<file path="src/rtl/pipe_ctrl_pkg.sv">
// pipe_ctrl_pkg: shared encodings and constants for the 6-stage pipeline controller.
//   state_t       controller state encoding (RUN / MEMWAIT / HALTED)
//   STG_*         stage indices into stage_vld ([0]=IF .. [5]=WB)
//   R_*           inter-stage register indices into reg_ld / reg_bub ([0]=IF/ID .. [4]=MEM/WB)
//   NOP_INSTR     value muxed into a register's Din when it is bubbled
//   LD_* / BUB_*  load / bubble patterns for each pipeline action
package pipe_ctrl_pkg;

  typedef enum logic [1:0] {
    RUN     = 2'd0,
    MEMWAIT = 2'd1,
    HALTED  = 2'd2
  } state_t;

  localparam int unsigned N_STG = 6;
  localparam int unsigned N_REG = 5;

  localparam int unsigned STG_IF  = 0;
  localparam int unsigned STG_ID  = 1;
  localparam int unsigned STG_RR  = 2;
  localparam int unsigned STG_EX  = 3;
  localparam int unsigned STG_MEM = 4;
  localparam int unsigned STG_WB  = 5;

  localparam int unsigned R_IFID  = 0;
  localparam int unsigned R_IDRR  = 1;
  localparam int unsigned R_RREX  = 2;
  localparam int unsigned R_EXMEM = 3;
  localparam int unsigned R_MEMWB = 4;

  localparam logic [15:0] NOP_INSTR = 16'h0000;

  localparam logic [N_REG-1:0] LD_NONE = 5'b00000;
  localparam logic [N_REG-1:0] LD_ALL  = 5'b11111;
  localparam logic [N_REG-1:0] LD_LU   = 5'b11100;
  localparam logic [N_REG-1:0] LD_MW   = 5'b10000;
  localparam logic [N_REG-1:0] BUB_LU  = 5'b00100;
  localparam logic [N_REG-1:0] BUB_BR  = 5'b00111;
  localparam logic [N_REG-1:0] BUB_MW  = 5'b10000;

endpackage

</file>
<file path="src/rtl/pipe_ctrl_perf.sv">
// pipe_ctrl_perf: saturating stall / flush performance counters.
//   clk, reset   clock and asynchronous active-high reset
//   stall_inc    count one stall cycle
//   flush_inc    count one taken-branch flush
//   stall_cnt    saturating stall-cycle count
//   flush_cnt    saturating flush count
module pipe_ctrl_perf
  import pipe_ctrl_pkg::*;
#(
  parameter int unsigned CNT_W = 16
) (
  input  logic             clk,
  input  logic             reset,
  input  logic             stall_inc,
  input  logic             flush_inc,
  output logic [CNT_W-1:0] stall_cnt,
  output logic [CNT_W-1:0] flush_cnt
);

  localparam logic [CNT_W-1:0] CNT_MAX = {CNT_W{1'b1}};

  // Counters stick at all-ones rather than wrapping.
  always_ff @(posedge clk or posedge reset) begin
    if (reset) begin
      stall_cnt <= '0;
      flush_cnt <= '0;
    end else begin
      if (stall_inc && (stall_cnt != CNT_MAX)) stall_cnt <= stall_cnt + CNT_W'(1);
      if (flush_inc && (flush_cnt != CNT_MAX)) flush_cnt <= flush_cnt + CNT_W'(1);
    end
  end

endmodule

</file>
<file path="src/rtl/pipe_stage_ctrl.sv">
// pipe_stage_ctrl: sequences the five inter-stage registers of the 6-stage core.
//   clk, reset    clock and asynchronous active-high reset
//   load_use_haz  RR instruction needs the load result in EX
//   br_taken      EX resolves a redirect
//   mem_busy      MEM access not complete
//   halt_wb       HLT in WB
//   pc_ld         PC load enable (combinational, forced 0 in reset)
//   reg_ld        per-register load enables (combinational, forced 0 in reset)
//   reg_bub       per-register bubble selects (combinational, forced 0 in reset)
//   stage_vld     registered per-stage valid bits
//   halted        registered, core stopped until reset
//   mem_timeout   registered sticky MEM wait timeout flag
//   stall_cnt     saturating count of pc_ld=0 cycles
//   flush_cnt     saturating count of taken-branch flushes
// Build option: PIPE_PERF_CNT_EN enables the performance counters; otherwise
// stall_cnt and flush_cnt are tied to zero.
module pipe_stage_ctrl
  import pipe_ctrl_pkg::*;
#(
  parameter int unsigned CNT_W       = 16,
  parameter int unsigned MEM_TIMEOUT = 255
) (
  input  logic             clk,
  input  logic             reset,
  input  logic             load_use_haz,
  input  logic             br_taken,
  input  logic             mem_busy,
  input  logic             halt_wb,
  output logic             pc_ld,
  output logic [4:0]       reg_ld,
  output logic [4:0]       reg_bub,
  output logic [5:0]       stage_vld,
  output logic             halted,
  output logic             mem_timeout,
  output logic [CNT_W-1:0] stall_cnt,
  output logic [CNT_W-1:0] flush_cnt
);

  localparam int unsigned WAIT_W = (MEM_TIMEOUT > 1) ? $clog2(MEM_TIMEOUT + 1) : 1;

  state_t              state_q, state_d;
  logic [WAIT_W-1:0]   wcnt_q, wcnt_d;
  logic [N_STG-1:0]    vld_q;
  logic                halted_q;
  logic                mto_q;

  logic                pc_ld_c;
  logic [N_REG-1:0]    reg_ld_c;
  logic [N_REG-1:0]    reg_bub_c;
  logic                set_mto_c;
  logic                stall_inc_c;
  logic                flush_inc_c;

  logic                hl_c, mu_c, br_c, lu_c, tmo_hit_c;

  // Events only count when the stage they refer to holds a real instruction.
  assign hl_c = halt_wb      & vld_q[STG_WB];
  assign mu_c = mem_busy     & vld_q[STG_MEM];
  assign br_c = br_taken     & vld_q[STG_EX];
  assign lu_c = load_use_haz & vld_q[STG_RR] & vld_q[STG_EX];

  assign tmo_hit_c = (state_q == MEMWAIT) && (MEM_TIMEOUT != 0) &&
                     (wcnt_q == WAIT_W'(MEM_TIMEOUT));

  // Next state and pipeline controls; priority hl/timeout > mu > br > lu.
  always_comb begin
    state_d     = state_q;
    wcnt_d      = wcnt_q;
    pc_ld_c     = 1'b0;
    reg_ld_c    = LD_NONE;
    reg_bub_c   = LD_NONE;
    set_mto_c   = 1'b0;
    stall_inc_c = 1'b0;
    flush_inc_c = 1'b0;

    unique case (state_q)
      RUN, MEMWAIT: begin
        if (hl_c || tmo_hit_c) begin
          state_d   = HALTED;
          set_mto_c = tmo_hit_c;
        end else if (mu_c) begin
          // Entry cycle already presents MEMWAIT controls.
          state_d   = MEMWAIT;
          wcnt_d    = (state_q == RUN) ? '0 : wcnt_q + WAIT_W'(1);
          reg_ld_c  = LD_MW;
          reg_bub_c = BUB_MW;
        end else begin
          state_d = RUN;
          if (br_c) begin
            pc_ld_c     = 1'b1;
            reg_ld_c    = LD_ALL;
            reg_bub_c   = BUB_BR;
            flush_inc_c = 1'b1;
          end else if (lu_c) begin
            reg_ld_c  = LD_LU;
            reg_bub_c = BUB_LU;
          end else begin
            pc_ld_c  = 1'b1;
            reg_ld_c = LD_ALL;
          end
        end
        stall_inc_c = ~pc_ld_c;
      end
      HALTED: begin
        state_d = HALTED;
      end
      default: begin
        state_d = RUN;
      end
    endcase
  end

  // State, wait counter and status flags.
  always_ff @(posedge clk or posedge reset) begin
    if (reset) begin
      state_q  <= RUN;
      wcnt_q   <= '0;
      halted_q <= 1'b0;
      mto_q    <= 1'b0;
    end else begin
      state_q  <= state_d;
      wcnt_q   <= wcnt_d;
      halted_q <= (state_d == HALTED);
      mto_q    <= mto_q | set_mto_c;
    end
  end

  // Valid bits follow the data: bubble clears, load copies upstream, else hold.
  always_ff @(posedge clk or posedge reset) begin
    if (reset) begin
      vld_q <= '0;
    end else begin
      if (state_q != HALTED) vld_q[STG_IF] <= 1'b1;
      for (int i = 0; i < int'(N_REG); i++) begin
        if (reg_bub_c[i])     vld_q[i+1] <= 1'b0;
        else if (reg_ld_c[i]) vld_q[i+1] <= vld_q[i];
      end
    end
  end

  assign pc_ld       = pc_ld_c & ~reset;
  assign reg_ld      = reset ? LD_NONE : reg_ld_c;
  assign reg_bub     = reset ? LD_NONE : reg_bub_c;
  assign stage_vld   = vld_q;
  assign halted      = halted_q;
  assign mem_timeout = mto_q;

`ifdef PIPE_PERF_CNT_EN
  pipe_ctrl_perf #(
    .CNT_W (CNT_W)
  ) u_perf (
    .clk       (clk),
    .reset     (reset),
    .stall_inc (stall_inc_c),
    .flush_inc (flush_inc_c),
    .stall_cnt (stall_cnt),
    .flush_cnt (flush_cnt)
  );
`else
  logic unused_perf;
  assign unused_perf = ^{stall_inc_c, flush_inc_c};
  assign stall_cnt   = '0;
  assign flush_cnt   = '0;
`endif

endmodule

</file>
<file path="config.mk">
export PLATFORM = sky130hd
export DESIGN_NAME = pipe_stage_ctrl
export DESIGN_NICKNAME = d
export VERILOG_FILES = /design/src/rtl/pipe_ctrl_pkg.sv /design/src/rtl/pipe_ctrl_perf.sv /design/src/rtl/pipe_stage_ctrl.sv
export SDC_FILE = /design/constraint.sdc
export NUM_CORES = 1
export LEC_CHECK = 0
export BUFFER_PORTS_ARGS = -buffer_cell sky130_fd_sc_hd__buf_2
export CAP_MARGIN = 30
export CELL_PAD_IN_SITES_DETAIL_PLACEMENT = 0
export CELL_PAD_IN_SITES_GLOBAL_PLACEMENT = 1
export CORE_ASPECT_RATIO = 1.4
export CORE_MARGIN = 2
export CORE_UTILIZATION = 34
export DETAILED_ROUTE_END_ITERATION = 12
export PLACE_DENSITY = 0.9
export REMOVE_ABC_BUFFERS = 1
export SETUP_SLACK_MARGIN = 0.05
export SLEW_MARGIN = 20
export SYNTH_ARGS = -nofsm -noshare
export SYNTH_HDL_FRONTEND = slang
export SYNTH_SLANG_ARGS = --single-unit
</file>
<file path="constraint.sdc">
create_clock -name clk -period 2.1 [get_ports clk]
set_clock_uncertainty 0.2 [all_clocks]
set_input_delay 0.21 -clock clk [delete_from_list [all_inputs] [get_ports clk]]
set_output_delay 0.21 -clock clk [all_outputs]
set_load 0.02 [all_outputs]
</file>
Word level (Yosys, flattened, before mapping)
Index checks and enable logic that the tools add are counted.
{"block": "totals", "out_inout_bits": 51, "inputBits": 6, "regBits": 18, "wordCells": 68}
{"block": "classes", "add_sub_neg": 1, "reduce_logical": 10, "n_mux": 33, "n_bitwise": 9, "n_eq_ne": 5}
{"cell": "$mux 5", "count": 7}
{"cell": "$mux 1", "count": 18}
{"cell": "$reduce_bool 2->1", "count": 5}
{"cell": "$add 8x1->8 const B", "count": 1}
{"cell": "$eq 8x8->1 const B", "count": 1}
{"cell": "$mux 8", "count": 1}
{"cell": "$and 1x1->1", "count": 6}
{"cell": "$mux 2", "count": 3}
{"cell": "$mux 3", "count": 2}
{"cell": "$eq 2x2->1 const B", "count": 2}
{"cell": "$mux 4", "count": 1}
{"cell": "$pmux 2 s2", "count": 1}
{"cell": "$reduce_and 3->1", "count": 1}
{"cell": "$eq 2x1->1 const B", "count": 1}
{"cell": "$logic_not 2->1", "count": 1}
{"cell": "$ne 2x2->1 const B", "count": 1}
{"cell": "$not 1->1", "count": 2}
{"cell": "$reduce_or 2->1", "count": 1}
{"cell": "$logic_and 1x1->1", "count": 1}
{"cell": "$logic_or 1x1->1", "count": 1}
{"cell": "$or 1x1->1", "count": 1}

Longest topological paths before layout
Gate-level depths: netlist of run 1.
{"block": "logic_depth", "word_depth": 9, "ltp_mapped": 7, "depth_no_buf": 6}

Least setup slack after synthesis of run 1
OpenSTA, ideal clock, no wires.
{"block": "synth_path", "path_kind": "reg2out", "startpoint": "register wcnt_q[0]", "endpoint": "output reg_bub[1]", "t_required_ns": 1.690, "n_path_buf": 1, "setup_slack_ns": -0.137, "path_stages_with_launch": 8, "t_arrival_ns": 1.827, "cell_sequence": "dfrtp_1 -> ha_1 -> nand4_2 -> o31ai_4 -> or3_4 -> inv_2 -> and3_1 -> buf_4"}
{"block": "synth_via", "elab_chain_len": 6}
{"item": "from (decl)", "line_no": "pipe_stage_ctrl.sv:42", "rtl": "logic [WAIT_W-1:0] wcnt_q, wcnt_d;"}
{"item": "from (signal assigned)", "line_no": "pipe_stage_ctrl.sv:122", "rtl": "wcnt_q <= wcnt_d;"}
{"item": "$eq 8x8->1", "line_no": "pipe_stage_ctrl.sv:63", "rtl": "(wcnt_q == WAIT_W'(MEM_TIMEOUT));"}
{"item": "$logic_and 1x1->1", "line_no": "pipe_stage_ctrl.sv:62", "rtl": "assign tmo_hit_c = (state_q == MEMWAIT) && (MEM_TIMEOUT != 0) &&"}
{"item": "$logic_or 1x1->1", "line_no": "pipe_stage_ctrl.sv:78", "rtl": "if (hl_c || tmo_hit_c) begin"}
{"item": "$mux 5", "line_no": "pipe_stage_ctrl.sv:78"}
{"item": "$mux 5", "line_no": "pipe_stage_ctrl.sv:76", "rtl": "unique case (state_q)"}
{"item": "$mux 5", "line_no": "pipe_stage_ctrl.sv:143", "rtl": "assign reg_bub = reset ? LD_NONE : reg_bub_c;"}
{"item": "to (decl)", "line_no": "pipe_stage_ctrl.sv:31", "rtl": "output logic [4:0] reg_bub,"}
Every way passes these cells.

Worst setup path after layout of run 1
{"block": "layout_path", "startpoint": "register wcnt_q[0]", "endpoint": "output reg_bub[0]"}
Same word-level chain as after synthesis.

==> results.cfg, run 1 <==
[outcome]
status = finished with violations
violations = setup timing

[sta]
setup_total_negative_slack_ns = -0.6579
layout_setup_ws_ns = -0.1371
setup_repair_after_global_routing_missed_its_margin = yes
drv_slew = 0
fin_crit_ns = 2.237
hold_viol = 0
share_of_the_cycle_needed_by_the_critical_path_after_routing_pct = 106.5
fmaxAchievable_ghz = 0.4470
max_slew.worst_pin.slew_ns = 0.6829
report.final.setup_viol = 8
slew_headroom_pct = 54.43

[floorplan]
die_height_um = 76.24
boundaryPins = 57
rows = 26
dieWidth_um = 55.60
starting_utilization_of_the_core_area_pct = 35.10
fp.dieArea_mm2 = 0.004239
placeableCoreArea_mm2 = 0.003611

[route]
route.detailed.vias_per_inst = 4.580
dr_wl_met3_um = 96
highest-signal-layer = met4
vias_post_dr = 948
remaining_drc_errors = 0
wl_um = 2409
detailroute.wirelength.met2_um = 1330
detailedRoute.firstPassIterationCount = 4
drt-initial-drc-count = 19
met1_length_um = 904
post_drt_wl_per_cell_um = 11.64
drtAntennaViolNets = 0

[clocking]
clock_latency_ns = 0.26
cts_buffer_depth = 2
clk_pin_slew_worst_paths_ns = 0.07
cts_inserted_buffers = 3
cts_num_sinks = 18
h_tree_levels = 1
cts_tree = built
clockRootBuffer = sky130_fd_sc_hd__clkbuf_8

[yosys]
yosys.area.top_type_share_pct = 35.54
synth_async_sr_flop_share_pct = 100.0
mappedNetlistArea_mm2 = 0.001267
postSynth.topFlopCell = sky130_fd_sc_hd__dfrtp_1
synth-seq-cells = 18
ys_warn_count = 0
ys_types = 37
ys_seq_area_share_pct = 35.54
synth.area.top_cells = sky130_fd_sc_hd__dfrtp_1, sky130_fd_sc_hd__buf_4, sky130_fd_sc_hd__o21ai_0
synthCells = 138
syn_area_per_cell_um2 = 9.185
synth_enable_flop_cells = 0
synth_top_cell_by_area = sky130_fd_sc_hd__dfrtp_1

[placement]
placed_cell_area_mm2 = 0.001284
post-place-ws_ns = 0.02632
routability_driven_placement_congestion_ratio = 0.7803
detailedPlacementHpwl_um = 1761
port_buffers = 23

[grt]
largest_net_degree_at_the_start_of_global_routing = 19
grt_pass1_wl_um = 3815
grt_usage_pct = 11.24
antenna_violations_before_repair = 0
via_count_of_the_first_global_routing_pass = 823
global_route.overflow_total = 0

[power]
p_sw_mw = 0.1815
power.clock.fraction_pct = 40.6
vdd_drop_max_v = 0.0002818
power.sequential.fraction_pct = 49.5
internal_dissipation_mw = 0.5186
leakagePower_nw = 0.7032
power-per-cell-area_mw_per_mm2 = 483.2
netSwitchingFraction_pct = 25.92
power.share.combinational_pct = 9.9

[hold_path]
worstHoldPathType = in2reg
timing.hold.worst.start = mem_busy
worstHoldEndpoint = stage_vld[5]$_DFFE_PP0P_
worstHoldPathCells = 3

[critical_path]
critical_path_class = reg2out
worst-r2r-setup-slack_ns = 0.26
critPathLaunchType = flip-flop
endpoint_kind = primary output
critical_path.reg2reg.startpoint = wcnt_q[0]$_DFFE_PP0P_
timing.reg2reg.worst_path_depth = 6
rr_endpoint = stage_vld[1]$_DFFE_PP0P_
worst_ep_arrival_time_ns = 1.83
crit_fanout = 4
cp_data_required_time_ns = 1.69

[run]
max_cap_viol_count = 0

[final_layout]
nets = 173
layout_common_cells = sky130_fd_sc_hd__conb_1, sky130_fd_sc_hd__dfrtp_1, sky130_fd_sc_hd__buf_2, sky130_fd_sc_hd__o21ai_0, sky130_fd_sc_hd__buf_4
fin_area_mm2 = 0.001449
n_antenna_cell = 0
leading_cell_type_in_the_layout_fill_and_taps_excluded = sky130_fd_sc_hd__conb_1
fraction_of_final_layout_cells_with_drive_strength_greater_than_1_pct = 30.30
area_delta_synth_final_pct = 14.31
metal layers:
layer,global-route usage (%),up-vias
li1,-,468
met5,0,-
met1,12.57,445
met3,0.5093,4
met2,19.88,31
met4,8.049,0
critical path: stages (launching register included):
cell and delay [ns]:
sky130_fd_sc_hd__dfrtp_1 0.42, sky130_fd_sc_hd__ha_4 0.19, sky130_fd_sc_hd__nand4_4 0.10, sky130_fd_sc_hd__o31ai_4 0.08, sky130_fd_sc_hd__or3_4 0.40, sky130_fd_sc_hd__inv_2 0.07
sky130_fd_sc_hd__and3_4 0.20, sky130_fd_sc_hd__buf_6 0.12
worst max-delay path by stage:
stage          cells past startpoint         end  slack, ns                  start
6_report                           7  reg_bub[0]      -0.14  wcnt_q[0]$_DFFE_PP0P_
5_1_grt                            7  reg_bub[0]      -0.19  wcnt_q[0]$_DFFE_PP0P_
4_1_cts                            7  reg_bub[1]      -0.12  wcnt_q[0]$_DFFE_PP0P_
3_5_place_dp                       7  reg_bub[1]       0.03  wcnt_q[0]$_DFFE_PP0P_
3_3_place_gp                       7  reg_bub[0]       0.07  wcnt_q[0]$_DFFE_PP0P_
2_1_floorplan                      5       pc_ld      -0.36  wcnt_q[0]$_DFFE_PP0P_
cell families after synthesis:
family / after synthesis / synth area share [%]
buf+inv: 44 / 24.38
simple gates: 39 / 19.35
compound gates: 34 / 18.56
flops: 18 / 35.54
mux: 1 / 0.8884
fa+ha+maj: 1 / 0.9870
other cells: 1 / 0.2959
stage by stage:
stage,cells,hold slack (ns),power [mW],utilization [%]
floorplan,130,-0.05143,0.4101,-
global placement,198,0.1752,0.4198,35.55
detailed placement,198,0.1840,0.4199,35.55
CTS,206,0.03304,0.7108,39.54
global route,207,0.06091,0.7248,40.12
finish,207,0.03897,0.7001,40.12
flip-flops by register name, summed over array words and instances, names as in the netlist:
register / count
wcnt_q: 8
stage_vld: 6
state_q: 2
halted: 1
mem_timeout: 1
synthesized netlist by cell type, types with 2 or more instances:
cell / n
sky130_fd_sc_hd__a21boi_0: 3
sky130_fd_sc_hd__a21oi_1: 5
sky130_fd_sc_hd__and3_1: 2
sky130_fd_sc_hd__and4_2: 2
sky130_fd_sc_hd__buf_4: 38
sky130_fd_sc_hd__dfrtp_1: 18
sky130_fd_sc_hd__inv_1: 3
sky130_fd_sc_hd__nand2_1: 7
sky130_fd_sc_hd__nand2b_1: 2
sky130_fd_sc_hd__nand3_1: 4
sky130_fd_sc_hd__nor2_1: 7
sky130_fd_sc_hd__nor3_1: 3
sky130_fd_sc_hd__nor3b_1: 2
sky130_fd_sc_hd__o21ai_0: 14
sky130_fd_sc_hd__o311ai_0: 3
sky130_fd_sc_hd__o31ai_1: 4
what timing repair did:
action / in CTS / in global routing
setup endpoints to repair: 10 / 10
gates resized for setup: 14 / 5
hold endpoints to repair: 18 / 0
pin swaps: 1 / 0
setup buffers: 3 / 1
hold buffers: 1 / 0
gates cloned: 0 / 0
area by class of cell:
| class | count | area (um^2) |
|---|---|---|
| Fill cell | 359 | 2162 |
| Multi-Input combinational cell | 108 | 661.9 |
| Sequential cell | 18 | 451.7 |
| Timing Repair Buffer | 31 | 212.7 |
| Clock buffer | 4 | 55.05 |
| Tap cell | 42 | 52.55 |
| Inverter | 4 | 15.01 |
power groups by stage:
stage                     sequential (mW)  combinational, mW  clock, mW
final                               0.347             0.0691      0.284
after floorplan                     0.353             0.0569          0
after detailed placement            0.353             0.0667          0
after global placement              0.353             0.0666          0
after CTS                           0.346             0.0682      0.296
after global routing                0.346             0.0744      0.304
Note: power is estimated with default switching activity, not from simulation.
==> inputs of run 2 (changes only) <==
CORE_UTILIZATION = 30   (was 34)
PLACE_DENSITY = 0.85   (was 0.9)
clock period = 2 ns   (was 2.1 ns; I/O delays follow)
==> run 2 against run 1 <==
The flow finishes with violations (DRC, setup timing). Combinational power increased by 6.2%. Worst setup slack worse by 0.073 ns. Routed wire length up 9.0%. Total power fell by 1.3%. Clock power is 11% lower. Largest power group unchanged.
==> results.cfg, run 2 (same netlist as run 1, synthesis figures left out) <==
[outcome]
status = finished with violations
violations = DRC, setup timing

[clocking]
cts_buffer_depth = 2
clk_pin_slew_worst_paths_ns = 0.07
cts_num_sinks = 18
cts_tree = built
cts_inserted_buffers = 3
h_tree_levels = 1
clockRootBuffer = sky130_fd_sc_hd__clkbuf_8
clock_latency_ns = 0.25

[floorplan]
die_height_um = 80.91
fp.dieArea_mm2 = 0.004768
boundaryPins = 57
starting_utilization_of_the_core_area_pct = 30.66
rows = 28
dieWidth_um = 58.94
placeableCoreArea_mm2 = 0.004134

[critical_path]
critPathLaunchType = flip-flop
worst_ep_arrival_time_ns = 1.81
crit_fanout = 3
endpoint_kind = primary output
cp_data_required_time_ns = 1.60
critical_path_class = reg2out

[route]
remaining_drc_errors = 3
detailedRoute.firstPassIterationCount = 8
drtAntennaViolNets = 0
post_drt_wl_per_cell_um = 12.00
drt-initial-drc-count = 21
wl_um = 2627
vias_post_dr = 1026
route.detailed.vias_per_inst = 4.685

[sta]
slew_headroom_pct = 52.54
setup_repair_after_global_routing_missed_its_margin = yes
layout_setup_ws_ns = -0.2102
share_of_the_cycle_needed_by_the_critical_path_after_routing_pct = 110.5
fmaxAchievable_ghz = 0.4525
hold_viol = 0
report.final.setup_viol = 10
max_slew.worst_pin.slew_ns = 0.7112
fin_crit_ns = 2.210
finalHoldWorstSlack_ns = 0.04061
setup_total_negative_slack_ns = -1.279
drv_slew = 0

[grt]
global_route.overflow_total = 0
grt_pass1_wl_um = 4036
grt_usage_pct = 10.90
via_count_of_the_first_global_routing_pass = 918
antenna_violations_before_repair = 0
largest_net_degree_at_the_start_of_global_routing = 19

[final_layout]
area_occupied_by_multi_input_gates_um2 = 686.9
nets = 183
leading_cell_type_in_the_layout_fill_and_taps_excluded = sky130_fd_sc_hd__conb_1
n_antenna_cell = 0
largest_register = wcnt_q
layout_common_cells = sky130_fd_sc_hd__conb_1, sky130_fd_sc_hd__dfrtp_1, sky130_fd_sc_hd__buf_4, sky130_fd_sc_hd__buf_2, sky130_fd_sc_hd__o21ai_0
fin_area_mm2 = 0.001553
fraction_of_final_layout_cells_with_drive_strength_greater_than_1_pct = 34.48
n_fill_cell = 410
area_delta_synth_final_pct = 22.51
seqCellArea_um2 = 450.4
largest_register_ffs = 8

[run]
max_cap_viol_count = 0

[power]
leakagePower_nw = 0.7554
power-per-cell-area_mw_per_mm2 = 444.8
totalPowerFinal_mw = 0.6907
vdd_drop_max_v = 0.0002130

[placement]
placed_cell_area_mm2 = 0.001340
port_buffers = 23
detailedPlacementHpwl_um = 1827
routability_driven_placement_congestion_ratio = 0.8171

[hold_path]
worstHoldPathType = in2reg
run 2: per-layer routing:
| layer | GRT usage, % | vias to the layer above | share of wire (%) |
|---|---|---|---|
| met5 | 0 | - | 0 |
| met4 | 5.455 | 0 | 2.1 |
| met3 | 1.433 | 5 | 5.1 |
| met2 | 20.56 | 43 | 54 |
| met1 | 11.45 | 487 | 39 |
| li1 | - | 491 | - |
run 2: what timing repair did:
item,in CTS,in global routing
setup endpoints to repair,10,11
buffers inserted,1,6
pin swaps,1,3
resized for setup,10,17
endpoints found under the hold margin,18,0
hold buffers,1,0
run 2: area by class of cell:
type                    instances  share of cell area, %
clock buffers                   3                  2.659
inverters                       4                 0.9670
repair buffers                 41                  19.50
flip-flops and latches         18                  29.01
well taps                      45                  3.626
multi-input cells             108                  44.24
run 2: path summary, 6_finish.rpt:
path | slack, ns | cells past startpoint | to | startpoint
worst min-delay path | 0.04 | 3 | stage_vld[5]$_DFFE_PP0P_ | mem_busy
min in group asynchronous | 0.46 | 3 | wcnt_q[6]$_DFFE_PP0P_ | reset
worst min register to register | 0.27 | 1 | mem_timeout$_DFF_PP0_ | mem_timeout$_DFF_PP0_
worst max register to register | 0.03 | 8 | stage_vld[1]$_DFFE_PP0P_ | wcnt_q[1]$_DFFE_PP0P_
max in group asynchronous | 0.69 | 3 | stage_vld[0]$_DFFE_PP0P_ | reset
worst max-delay path | -0.21 | 7 | reg_bub[0] | wcnt_q[1]$_DFFE_PP0P_
run 2: stage by stage:
step | cells | setup WS [ns] | util (%)
2_1_floorplan | 130 | -0.4522 | -
3_3_place_gp | 208 | 0.04611 | 32.42
3_5_place_dp | 208 | 0.02941 | 32.42
4_1_cts | 213 | -0.1731 | 34.66
5_1_grt | 219 | -0.2608 | 37.56
6_report | 219 | -0.2102 | 37.56
run 2: critical path: stages, from the launching register on:
cell and delay, ns:
sky130_fd_sc_hd__dfrtp_1 0.42, sky130_fd_sc_hd__ha_4 0.18, sky130_fd_sc_hd__nand4_4 0.07, sky130_fd_sc_hd__o31ai_4 0.08, sky130_fd_sc_hd__or3_4 0.39, sky130_fd_sc_hd__inv_2 0.07
sky130_fd_sc_hd__and3_4 0.21, sky130_fd_sc_hd__buf_6 0.12
run 2: report_power, final:
part	total [mW]	switching [mW]	internal (mW)
Clock	0.253	0.119	0.134
Sequential	0.364	0	0.364
Combinational	0.0734	0.0678	0.00553
Total	0.691	0.187	0.503
